### src/rtl/rr_arb16_ctrl.sv
// Round-robin arbiter sharing one resource among 16 requesters; grant held until done, abort or watchdog.
// Latency: request to registered grant 1 cycle; release to next grant at least 2 idle cycles (REL + IDLE).
// Backpressure: requesters hold i_req until served; a grant is never moved by other requests during GRANT.
module rr_arb16_ctrl #(
  parameter int NREQ    = 16,
  parameter int TIMEOUT = 1024,
  parameter int CNT_W   = 11
) (
  input  logic            i_clk,
  input  logic            i_rst,
  input  logic [NREQ-1:0] i_req,
  input  logic            i_done,
  output logic [NREQ-1:0] o_gnt,
  output logic [3:0]      o_gnt_id,
  output logic            o_gnt_vld,
  output logic            o_busy,
  output logic            o_timeout
);

  typedef enum logic [1:0] {
    ST_IDLE  = 2'd0,
    ST_GRANT = 2'd1,
    ST_REL   = 2'd2
  } state_t;

  localparam bit             TO_EN   = (TIMEOUT != 0);
  localparam logic [CNT_W-1:0] TO_LAST = CNT_W'(TO_EN ? TIMEOUT - 1 : 0);
  localparam logic [CNT_W-1:0] CNT_MAX = '1;

  state_t            state_q, state_d;
  logic [3:0]        ptr_q, ptr_d;
  logic [CNT_W-1:0]  cnt_q, cnt_d;
  logic [NREQ-1:0]   gnt_q, gnt_d;
  logic [3:0]        id_q, id_d;
  logic              vld_q, vld_d;
  logic              to_q, to_d;
  logic [3:0]        pick;
  logic              to_hit;

  // Rotating priority search: the lowest offset from ptr with a pending request wins.
  always_comb begin
    pick = ptr_q;
    for (int i = NREQ - 1; i >= 0; i--) begin
      if (i_req[ptr_q + 4'(i)]) begin
        pick = ptr_q + 4'(i);
      end
    end
  end

  assign to_hit = TO_EN && (cnt_q == TO_LAST);

  // Next-state and registered-output logic for the IDLE/GRANT/REL controller.
  always_comb begin
    state_d = state_q;
    ptr_d   = ptr_q;
    cnt_d   = cnt_q;
    gnt_d   = gnt_q;
    id_d    = id_q;
    vld_d   = vld_q;
    to_d    = 1'b0;
    case (state_q)
      ST_IDLE: begin
        if (|i_req) begin
          state_d     = ST_GRANT;
          gnt_d       = '0;
          gnt_d[pick] = 1'b1;
          id_d        = pick;
          vld_d       = 1'b1;
          cnt_d       = '0;
        end
      end
      ST_GRANT: begin
        if (cnt_q != CNT_MAX) begin
          cnt_d = cnt_q + 1'b1;
        end
        // Done beats abort beats watchdog; only a pure watchdog release raises o_timeout.
        if (i_done || !i_req[id_q] || to_hit) begin
          state_d = ST_REL;
          gnt_d   = '0;
          vld_d   = 1'b0;
          ptr_d   = id_q + 4'd1;
          to_d    = !i_done && i_req[id_q] && to_hit;
        end
      end
      ST_REL: begin
        state_d = ST_IDLE;
      end
      default: begin
        state_d = ST_IDLE;
      end
    endcase
  end

  // State and output registers; reset drops any grant immediately.
  always_ff @(posedge i_clk or posedge i_rst) begin
    if (i_rst) begin
      state_q <= ST_IDLE;
      ptr_q   <= '0;
      cnt_q   <= '0;
      gnt_q   <= '0;
      id_q    <= '0;
      vld_q   <= 1'b0;
      to_q    <= 1'b0;
    end else begin
      state_q <= state_d;
      ptr_q   <= ptr_d;
      cnt_q   <= cnt_d;
      gnt_q   <= gnt_d;
      id_q    <= id_d;
      vld_q   <= vld_d;
      to_q    <= to_d;
    end
  end

  assign o_gnt     = gnt_q;
  assign o_gnt_id  = id_q;
  assign o_gnt_vld = vld_q;
  assign o_busy    = (state_q != ST_IDLE);
  assign o_timeout = to_q;

endmodule

### config.mk
export PLATFORM = sky130hd
export DESIGN_NAME = rr_arb16_ctrl
export DESIGN_NICKNAME = d
export VERILOG_FILES = /design/src/rtl/rr_arb16_ctrl.sv
export SDC_FILE = /design/constraint.sdc
export NUM_CORES = 1
export LEC_CHECK = 0
export CORE_UTILIZATION = 53
export DETAILED_ROUTE_END_ITERATION = 12
export PLACE_DENSITY = 0.87
export SLEW_MARGIN = 20
export SYNTH_ARGS = -nofsm -noshare
export SYNTH_HDL_FRONTEND = slang
export SYNTH_SLANG_ARGS = --single-unit
export TNS_END_PERCENT = 10
### constraint.sdc
create_clock -name i_clk -period 4.1 [get_ports i_clk]
set_clock_uncertainty 0.2 [all_clocks]
set_input_delay 0.82 -clock i_clk [delete_from_list [all_inputs] [get_ports i_clk]]
set_output_delay 0.82 -clock i_clk [all_outputs]
set_load 0.02 [all_outputs]
Word level (Yosys, flattened, before mapping)
Index checks and enable logic that the tools add are counted.

cells by class
  reductions and logical operators = 16
  equality and inequality tests = 6
  order comparisons = 19
  shifts and indexed selects = 0
  divide/modulo/power cells = 0
  $mul = 0
  mux-type cells = 66
  add/subtract/negate cells = 17
  bitwise operators = 0

operators by type and width
  operator               count
  $lt 4x5->1 const B     18
  $bmux 1 s4             17
  $mux 4                 16
  $add 4x4->4 const B    8
  $mux 16                2
  $pmux 16 s2            1
  $mux 1                 22
  $mux 11                2
  $pmux 11 s2            1
  $add 4x3->4 const B    4
  $reduce_or 16->1       1
  $add 11x1->11 const B  1
  $eq 11x10->1 const B   1
  $ne 11x11->1 const B   1
  $add 4x1->4 const B    2
  $add 4x2->4 const B    2
  $ne 2x2->1 const B     3
  $reduce_and 2->1       3
  $reduce_and 3->1       2
  $demux 1 s4            1
  $ge 4x1->1 const B     1
  $mux 2                 2
  $pmux 2 s2             1
  $reduce_bool 2->1      2
  6 further kinds        10

storage, ports and cells
  memory bits (read-only) = 0
  memory bits (writable) = 0
  input bits = 19
  latch bits = 0
  logic and storage cells = 131
  register bits after elaboration = 39
  output and inout port bits = 23
  memories = 0

Depth between registers and ports, before layout
  depth after elaboration = 25
  mapped depth = 15
  depth with buffers taken out = 11

Least setup slack after synthesis
OpenSTA, ideal clock, no wires.

  path kind = register -> register
  from = reg ptr_q[0]
  to = reg gnt_q[10] (netlist: o_gnt[10])
  period minus slack after synthesis = 3958 ps
  cell stages (with the launch flop) = 15
  arrival time = 3663 ps
  buffers on the path = 3
  path slack = 142 ps
  cells stage by stage = dfrtp_1 > buf_2 > buf_2 > inv_1 > ha_1 > buf_2 > mux4_2 > mux2_2 > mux2i_2 > nor2_1 > a221oi_1 > o2111ai_1 > a41o_1 > a211o_4 > o31ai_1

on the way
  cells in the longest elaborated chain, start to end = 25
  elaborated cells between the ends (all ways) = 70
  classes of those cells = add/sub: 15; order compare: 2; mux: 52; reduce/logical: 1

ends and longest elaborated chain
  what                                                            line    text
  start, declared                                                 31      logic [3:0] ptr_q, ptr_d;
  start signal, assigned                                          106     ptr_q <= ptr_d;
  $add 4x4->4                                                     44, 45
  $bmux 1 s4                                                      44      if (i_req[ptr_q + 4'(i)]) begin
  $mux 1 (not written as such)                                    44
  $mux 4 (15 in a row)                                            44
  $mux 4 *                                                        44
  $lt 4x5->1 (not written as such) or $ge 4x1->1 (tied branches)  66      gnt_d[pick] = 1'b1;
  $logic_and 1x1->1 (not written as such)                         66
  $mux 1 (not written as such)                                    66
  $demux 1 s4 *                                                   66
  $mux 16 *                                                       63      if (|i_req) begin
  $pmux 16 s2 *                                                   61      case (state_q)
  end signal, assigned                                            108     gnt_q <= gnt_d;
  end, declared                                                   33      logic [NREQ-1:0] gnt_q, gnt_d;

Every way passes the cells marked *; elsewhere a longest branch is shown, timed or not. The select of a mux whose other input is x is not followed.
A chain may end at the register's enable or synchronous reset.

Final worst setup path
  from = reg ptr_q[0]
  to = reg gnt_q[15] (netlist: o_gnt[15])

The elaborated chain is that of the path after synthesis.

==> reports/results.txt <==
Initial Util - 55.0%
die height - 91.8 um
vias in the first global route - 4559
overflow left after global routing - 0
Relative slew margins - 30.2%
Fin. Hold Viols - 0
syn_nets - 490
FF+latch count, synth - 39
Final period util - 98.6%
status - completed
routed len/inst - 20.6 um
synth warn - 0
first-pass GRT wire length - 23300 um
Setup Crit Path Kind - reg -> reg
Area Growth Syn to Fin - 35.1%
CTS Buf Count - 5
DP Cell Count - 682
Worst Path Arrival - 4030 ps
CTS tree - yes
CTS HTree Levels - 2
Most Crowded Layer GR - met2
Post-synth EDFFs - 0
drt first pass iters - 6
Worst-Skew Late Latency - 290 ps
post-route insts no fill - 691
share of post-route cells with drive strength above 1 - 33.3%
top cells by area, synth - dfrtp_1 23%, mux4_2 16%, mux2i_1 7.7%, mux2_2 5.5%, nand2_1 4.8%
pin count of the biggest net entering global routing - 39
slowest stage cell, crit path - nor3_1
Final Max Slew Viols - 0
post-synth top area cell - dfrtp_1
Mapped Cells - 462
top-count cell post-synth - nand2_1
Seq/Total Area, Yosys - 22.8%
Ports - 42
total track usage - 35.1%
Routed Wire Length - 14200 um
DP Worst Slack - -423 ps
max cap viols - 0
clk sinks - 39
post-synthesis cell area - 0.00428 mm2
met2 usage - 56.5%
Port Buffers - 41
top post-synthesis cells by count - 55 x nand2_1, 39 x dfrtp_1, 33 x mux2i_1, 30 x mux4_2, 26 x nor2_1
Die ar. - 0.00843 mm2
most common flop cell mapped by yosys - dfrtp_1
Syn Area/Cell - 9.25 um2
final net count - 616
clock-pin transition on the worst setup and hold timing paths - 80 ps
Critical Path End Type - flip-flop
root buffer cell - clkbuf_8
Critical Path Max Stage Delay - 590 ps
initial antenna violation count - 0
RSZ-0062 raised after global routing - yes
CP required - 4090 ps
cells along the critical path - buf_12, ha_1, xnor2_1, nor2_1, a22o_1, nor3_1, nor2_1, o211a_1, a41o_1, a211o_4, o31ai_1
GR Util met3 - 5.64%
mean number of vias per cell - 6.65
Hold Crit Class - reg -> reg
Antenna Nets Post-Route - 0
Vias - 4595
DRC Markers - 0
gp weighted congestion - 1.10
die width - 91.8 um
CP Max Fanout - 38
register-to-register setup slack - 60 ps
setup TNS - 0 ps
post-synthesis cell type count - 66
CP startpoint kind - flip-flop
post-synthesis async set-or-reset flop share - 100%
Tmin final - 4040 ps
Post-DP HPWL - 11000 um
Iteration-0 DRC Markers - 479
maximum clock rate - 247 MHz
core area - 0.00777 mm2
# setup viols final - 0
top cell type's share of synthesized area - 22.8%
row cnt - 32
maximum clock path buffer count - 2
cell mode on critical path - nor2_1
hold_buf cts - 0
Least-Margin Pin Slew - 1040 ps
GR Util met1 - 48.1%
final setup margin - 57.3 ps
n_diodes - 0
-- path summary, 6_finish.rpt --
path,endpoint,depth (start not counted),start
worst min register to register,o_gnt[0],2,o_gnt[0]
min in group asynchronous,cnt_q[1],2,i_rst
worst min-delay path,o_gnt[0],2,o_gnt[0]
max in group asynchronous,o_gnt[2],3,i_rst
worst max register to register,o_gnt[15],11,ptr_q[0]
worst max-delay path,o_gnt[15],11,ptr_q[0]
-- worst max-delay path: cells and delay by family (launching register included) --
kind            cells  cell delay [ps]
compound gates      5             1460
simple gates        3              940
xor+xnor            1              430
flops               1              420
fa+ha+maj           1              270
buf+inv             1              200
-- layout by cell type, fill, tap and decap left out, drive strengths merged, types with 4 or more instances in the layout --
| master | n |
|---|---|
| clkdlybuf4s50 | 31 |
| mux2 | 21 |
| xor2 | 14 |
| o211ai | 4 |
| a221oi | 4 |
| a31oi | 6 |
| nor4 | 5 |
| o22ai | 10 |
| nand2 | 55 |
| o21ai | 25 |
| mux4 | 30 |
| a22oi | 4 |
| clkbuf | 6 |
| ha | 9 |
| nand3 | 13 |
| and3 | 5 |
| a21oi | 18 |
| xnor2 | 5 |
| nor2 | 26 |
| or2 | 6 |
| nor3 | 9 |
| inv | 13 |
| dfrtp | 39 |
| o21a | 4 |
| dlymetal6s2s | 10 |
| nand4 | 5 |
| buf | 103 |
| mux2i | 34 |
| o31ai | 20 |
| nand2b | 9 |
| nor2b | 5 |
-- metrics by stage --
step / hold slack (ps) / area (um2) / utilization, %
3_5_place_dp: 266 / 5490 / 70.6
2_1_floorplan: 277 / 4280 / -
4_1_cts: 283 / 5620 / 72.3
5_1_grt: 307 / 5780 / 74.4
3_3_place_gp: 264 / 5490 / 70.6
6_report: 281 / 5780 / 74.4
-- logic make-up after synthesis --
kind of cell | share of synthesized area (%)
buffers and inverters | 3.98
and+or+nand+nor | 16.6
xor gates and xnor gates | 4.07
muxes | 29.4
adders and majority gates | 2.63
AOI/OAI and AO/OA | 20.5
DFF | 22.8
-- registers in the layout (all words and copies together), names as in the netlist --
signal	count
cnt_q	11
o_gnt	16
o_gnt_id	4
o_gnt_vld	1
o_timeout	1
ptr_q	4
state_q	2
-- final cells by class --
cell class	count	area, um2
clock buffer	6	82.6
inverter	14	52.6
clock inverter	2	35.0
multi-input combinational	384	3270
tap	102	128
fill	532	1990
sequential	39	976
timing repair buffer	144	1230
-- routing by layer --
metal / share of wire (%) / vias up
met3: 9.0 / 64
met4: 3.6 / 0
met2: 48 / 291
met5: 0 / -
met1: 40 / 2205
li1: - / 2035
-- timing repair --
item,CTS,global route
setup endpoints to repair,12,18
setup buffers,0,1
gates cloned,0,0
resized for setup,4,33
pin swaps,0,3
Power is left out: the tool's default activity adds up to more than one toggle a clock period on the data nets, which glitch-free logic cannot reach.
